`src/rtl/mdu.sv`:
```
`default_nettype none
// ============================================================================
// Module      : mdu
// Description : Iterative 32-bit multiply/divide unit with HI/LO result
//               registers. Shift-add multiply and restoring divide, both
//               running 32 cycles on operand magnitudes with sign fix-up on
//               the final edge. MTHI/MTLO write HI/LO directly.
// Revision    : 1.0 - initial release
// ============================================================================
module mdu (
  input  logic        Clk,
  input  logic        Reset,
  input  logic        Start,
  input  logic [2:0]  Op,
  input  logic [31:0] A,
  input  logic [31:0] B,
  output logic        Busy,
  output logic [31:0] HI,
  output logic [31:0] LO
);

  localparam logic [2:0] C_OP_MTHI  = 3'b100;
  localparam logic [2:0] C_OP_MTLO  = 3'b101;
  localparam logic [5:0] C_ITERS    = 6'd32;

  typedef enum logic [0:0] {
    S_IDLE = 1'b0,
    S_RUN  = 1'b1
  } state_t;

  state_t      r_state;
  state_t      w_next;
  logic [5:0]  r_cnt;
  logic [31:0] r_a;        // multiplicand magnitude
  logic [31:0] r_b;        // divisor magnitude
  logic [31:0] r_dividend; // raw A, returned as HI on divide by zero
  logic        r_bzero;
  logic        r_is_div;
  logic        r_sa;       // operand signs, forced to 0 for unsigned ops
  logic        r_sb;
  logic [63:0] r_acc;      // mul: {partial product, multiplier}; div: {rem, quo}
  logic [31:0] r_hi;
  logic [31:0] r_lo;

  logic        w_go;
  logic        w_done;
  logic        w_signed;
  logic [31:0] w_abs_a;
  logic [31:0] w_abs_b;
  logic [32:0] w_sum;
  logic [32:0] w_diff;
  logic [63:0] w_acc_next;
  logic [63:0] w_prod_fix;
  logic [31:0] w_quo_fix;
  logic [31:0] w_rem_fix;

  // Arithmetic ops are the codes with Op[2] clear; Op[0] selects signed.
  assign w_go     = (r_state == S_IDLE) && Start && !Op[2];
  assign w_done   = (r_state == S_RUN) && (r_cnt == 6'd1);
  assign w_signed = Op[0];
  // Negating 0x8000_0000 yields 0x8000_0000, the correct unsigned magnitude.
  assign w_abs_a  = (w_signed && A[31]) ? (32'd0 - A) : A;
  assign w_abs_b  = (w_signed && B[31]) ? (32'd0 - B) : B;

  // One iteration step: shift-add for multiply, restoring subtract for divide.
  assign w_sum  = {1'b0, r_acc[63:32]} + {1'b0, r_a};
  assign w_diff = r_acc[63:31] - {1'b0, r_b};

  // Select the next accumulator value for the active operation.
  always_comb begin
    w_acc_next = r_acc;
    if (r_is_div) begin
      if (w_diff[32]) w_acc_next = {r_acc[62:0], 1'b0};
      else            w_acc_next = {w_diff[31:0], r_acc[30:0], 1'b1};
    end else begin
      if (r_acc[0]) w_acc_next = {w_sum, r_acc[31:1]};
      else          w_acc_next = {1'b0, r_acc[63:1]};
    end
  end

  // Sign correction of the final magnitude result.
  always_comb begin
    w_prod_fix = w_acc_next;
    w_quo_fix  = w_acc_next[31:0];
    w_rem_fix  = w_acc_next[63:32];
    if (r_sa ^ r_sb) begin
      w_prod_fix = 64'd0 - w_acc_next;
      w_quo_fix  = 32'd0 - w_acc_next[31:0];
    end
    if (r_sa) w_rem_fix = 32'd0 - w_acc_next[63:32];
  end

  // State register.
  always_ff @(posedge Clk or posedge Reset) begin
    if (Reset) r_state <= S_IDLE;
    else       r_state <= w_next;
  end

  // Next-state logic: accept an arithmetic op in IDLE, leave RUN after 32 steps.
  always_comb begin
    w_next = r_state;
    case (r_state)
      S_IDLE:  if (w_go)   w_next = S_RUN;
      S_RUN:   if (w_done) w_next = S_IDLE;
      default: w_next = S_IDLE;
    endcase
  end

  // Operand latch, iteration datapath and HI/LO updates.
  always_ff @(posedge Clk or posedge Reset) begin
    if (Reset) begin
      r_cnt      <= 6'd0;
      r_a        <= 32'd0;
      r_b        <= 32'd0;
      r_dividend <= 32'd0;
      r_bzero    <= 1'b0;
      r_is_div   <= 1'b0;
      r_sa       <= 1'b0;
      r_sb       <= 1'b0;
      r_acc      <= 64'd0;
      r_hi       <= 32'd0;
      r_lo       <= 32'd0;
    end else if (w_go) begin
      r_cnt      <= C_ITERS;
      r_a        <= w_abs_a;
      r_b        <= w_abs_b;
      r_dividend <= A;
      r_bzero    <= (B == 32'd0);
      r_is_div   <= Op[1];
      r_sa       <= w_signed & A[31];
      r_sb       <= w_signed & B[31];
      r_acc      <= Op[1] ? {32'd0, w_abs_a} : {32'd0, w_abs_b};
    end else if (r_state == S_RUN) begin
      r_cnt <= r_cnt - 6'd1;
      r_acc <= w_acc_next;
      if (w_done) begin
        if (!r_is_div) begin
          r_hi <= w_prod_fix[63:32];
          r_lo <= w_prod_fix[31:0];
        end else if (r_bzero) begin
          r_hi <= r_dividend;
          r_lo <= 32'hFFFF_FFFF;
        end else begin
          r_hi <= w_rem_fix;
          r_lo <= w_quo_fix;
        end
      end
    end else if (Start && (Op == C_OP_MTHI)) begin
      r_hi <= A;
    end else if (Start && (Op == C_OP_MTLO)) begin
      r_lo <= A;
    end
  end

  assign Busy = (r_state == S_RUN);
  assign HI   = r_hi;
  assign LO   = r_lo;

endmodule
`default_nettype wire

```
`config.mk`:
```
export PLATFORM = sky130hd
export DESIGN_NAME = mdu
export DESIGN_NICKNAME = d
export VERILOG_FILES = /design/src/rtl/mdu.sv
export SDC_FILE = /design/constraint.sdc
export NUM_CORES = 1
export LEC_CHECK = 0
export BUFFER_PORTS_ARGS = -buffer_cell sky130_fd_sc_hd__buf_2
export CORE_MARGIN = 2
export CORE_UTILIZATION = 45
export DETAILED_ROUTE_END_ITERATION = 8
export PLACE_DENSITY = 0.68
export SYNTH_ARGS = -nofsm -noshare
export SYNTH_HDL_FRONTEND = slang
export SYNTH_SLANG_ARGS = --single-unit
```
`constraint.sdc`:
```
create_clock -name Clk -period 10.65 [get_ports Clk]
set_input_delay 3.195 -clock Clk [delete_from_list [all_inputs] [get_ports Clk]]
set_output_delay 3.195 -clock Clk [all_outputs]
set_load 0.02 [all_outputs]
```
==> impl_results.md <==
* Max clock buf depth at 3
* Final wirelength at 84600 um
* GR Overflow Total at 0
* Worst slew margin at 0.208
* Slew Limit Fails at 0
* RSZ-0062 raised after global routing: false
* Clk slew on worst S/H paths at 0.07 ns
* Nets at 2702
* MaxCap Viol Count at 0
* Initial DRC Count at around 2.4k
* Combined area of all synthesized cells at 19400 sq um
* Worst skew pair latency at 0.60 ns
* TritonCTS Buffers at 29
* Count of final setup violators at 0
* Register area share after synthesis at 0.301
* Final Cycle Share at 0.679
* Core ar. at 42900 sq um
* Layout cells sized above 1 at 0.110
* Yosys warns at 0
* Total GRT Usage at 0.371
* Initial Utilization at 0.453
* Tightest Pin Transition at 1.18 ns
* Yosys reg bits at 234
* Post-Place Worst Slack at approximately 3.7 ns
* Die span in y at 212 um
* Post-synth top area cell: dfrtp_1
* Status: finished, final reports clean
* IO buf count at 134
* Cell variety after synth at 102
* I/O pin count at 135
* First-pass GRT wire length at 124000 um
* Crit start category: register
* Vias in the first global route at about 19k
* Mapped Cells at 2527
* Worst Hold Slack at 0.472 ns
* CTS tree: built
* Critical path fanouts, max at 22
* Detailed-route via count at 20.7k
* Largest net degree at the start of global routing at 157
* Syn_area_per_cell at between 7 and 8 sq um
* CTS Hold Bufs at 0
* Cell Rows at 76
* Min-delay worst type: register to register
* Synth top cells by count: 395 x nand2_1, 247 x o21ai_0, 234 x dfrtp_1
* Drt drc at 0
* Initial DRT Pass Iterations at 6
* Post_cts resized at 0
* Ys flop type: dfrtp_1
* Top post-synthesis cells by area: dfrtp_1 30%, nand2_1 7.6%, o21ai_0 6.4%, a21oi_1 5.3%, xnor2_1 4.6%
* Final ANT Viol Nets at 0
* Setup TNS at 0 ns
* Crit end category: register
* Ys async rst share at 1.00
* Data required time of the worst path at 11.14 ns
* Sink Count at 234
* Worst Skew at 0.0371 ns
* Maximum clock frequency at 138 MHz
* Final worst setup slack at 3.41 ns
* H-tree levels at 1
* Final Hold Violating Endpoints at 0
* Most frequent cell after synthesis: nand2_1
* Number of flops mapped to enable cells by yosys at 0
* Per-cell routed wire length at about 27 um
* Root Driver: clkbuf_16
* Post-synth net total at 2669
* Crit Path Category: register to register
* Die Span X at 212 um
* Area growth, synth to finish at 11.0%
* Routability cong. at 0.994
* DP Wirelength at 63800 um
* Die Area at approximately 45000 sq um
* Arrival time at the worst endpoint at 7.73 ns
* Final worst path period need at approximately 7.2 ns
* Fill cells at around 4.3k
* Initial antenna violation count at 1
* DR vias/cell at 6.54
* Post-synth top area share at 0.301
* Post CTS Setup Buffer Count at 0
==> placed cells by master (no fill, tap or decap), types with 34 or more instances in the layout <==
cell	synthesis	final
xor2_1	75	75
o22ai_1	40	40
buf_2	23	134
buf_4	1	34
ha_1	70	70
o21ai_0	247	247
nand2_1	395	394
a21oi_1	206	205
nor3_1	75	75
xnor2_1	103	102
nor2_1	188	185
a31oi_1	50	50
dfrtp_1	234	232
inv_1	77	76
a211oi_1	71	71
mux2i_1	49	49
==> logic make-up (layout without fill, tap and decap cells) <==
family,Yosys count,count (layout),synth area share
DFF,234,234,0.301
muxes,54,54,0.0281
xor gates and xnor gates,178,178,0.0802
adders and majority gates,72,72,0.0471
AOI/OAI and AO/OA,857,857,0.279
buffers and inverters,247,302,0.0518
and+or+nand+nor,885,885,0.212
other,0,1,0
==> registers in the layout, summed over array words and instances, names as in the netlist <==
signal / flops
r_acc: 64
HI: 32
LO: 32
r_a: 32
r_b: 32
r_dividend: 31
r_cnt: 6
Busy: 1
r_bzero: 1
r_is_div: 1
r_sa: 1
r_sb: 1
==> path summary, 6_finish.rpt <==
check                                from             end  slack [ns]  depth (start not counted)
setup / recovery                r_acc[36]          HI[28]        3.41                         21
hold / removal             r_dividend[19]  r_dividend[19]        0.47                          2
setup reg to reg                r_acc[36]          HI[28]        3.41                         21
hold reg to reg            r_dividend[19]  r_dividend[19]        0.47                          2
max in group asynchronous           Reset            Busy        6.45                          3
min in group asynchronous           Reset           LO[8]        2.71                          2
==> worst max-delay path, cell delays in order, from the launching register on <==
cell	delay [ns]
dfrtp_1	0.46
ha_1	0.45
o211ai_1	0.17
o211ai_1	0.32
nand4b_1	0.28
a211oi_2	0.76
o21a_4	0.45
nor3_2	0.16
a21oi_1	0.26
ha_1	0.22
o21ai_1	0.10
or4_1	0.55
or3_1	0.44
nor2b_1	0.47
and2_1	0.34
nand2_1	0.13
nor3_2	0.52
nand2_1	0.16
nor4_1	0.32
a21oi_1	0.12
xor2_1	0.15
a221oi_1	0.29
==> layer usage <==
layer | GRT usage | vias up | share of wire | wire, um
met3 | 0.0599 | 264 | 0.094 | 7930
li1 | - | 9243 | - | -
met5 | 0 | - | 0 | 0
met4 | 0.214 | 0 | 0.065 | 5510
met2 | 0.573 | 1188 | 0.44 | 37400
met1 | 0.492 | 10000 | 0.40 | 33800
==> final cells by class <==
cell class | count | area (sq um) | share of cell area
Multi-Input combinational cell | 2046 | 12600 | 0.585
Sequential cell | 234 | 5860 | 0.272
Timing Repair Buffer | 170 | 966 | 0.0448
Clock buffer | 35 | 788 | 0.0365
Tap cell | 585 | 732 | 0.0339
Clock inverter | 18 | 308 | 0.0143
Inverter | 79 | 304 | 0.0141
Antenna cell | 1 | 2.50 | 0.000116
==> metrics by stage <==
| step | std cells | instance area (sq um) | utilization |
|---|---|---|---|
| after floorplan | 2527 | 19400 | - |
| after global placement | 3114 | 20500 | 0.478 |
| after detailed placement | 3114 | 20500 | 0.478 |
| after CTS | 3167 | 21600 | 0.503 |
| after global routing | 3167 | 21600 | 0.503 |
| final | 3168 | 21600 | 0.503 |
Power is not shown: default switching activity piles up to over one toggle a cycle in this logic, so the estimate is an artifact.
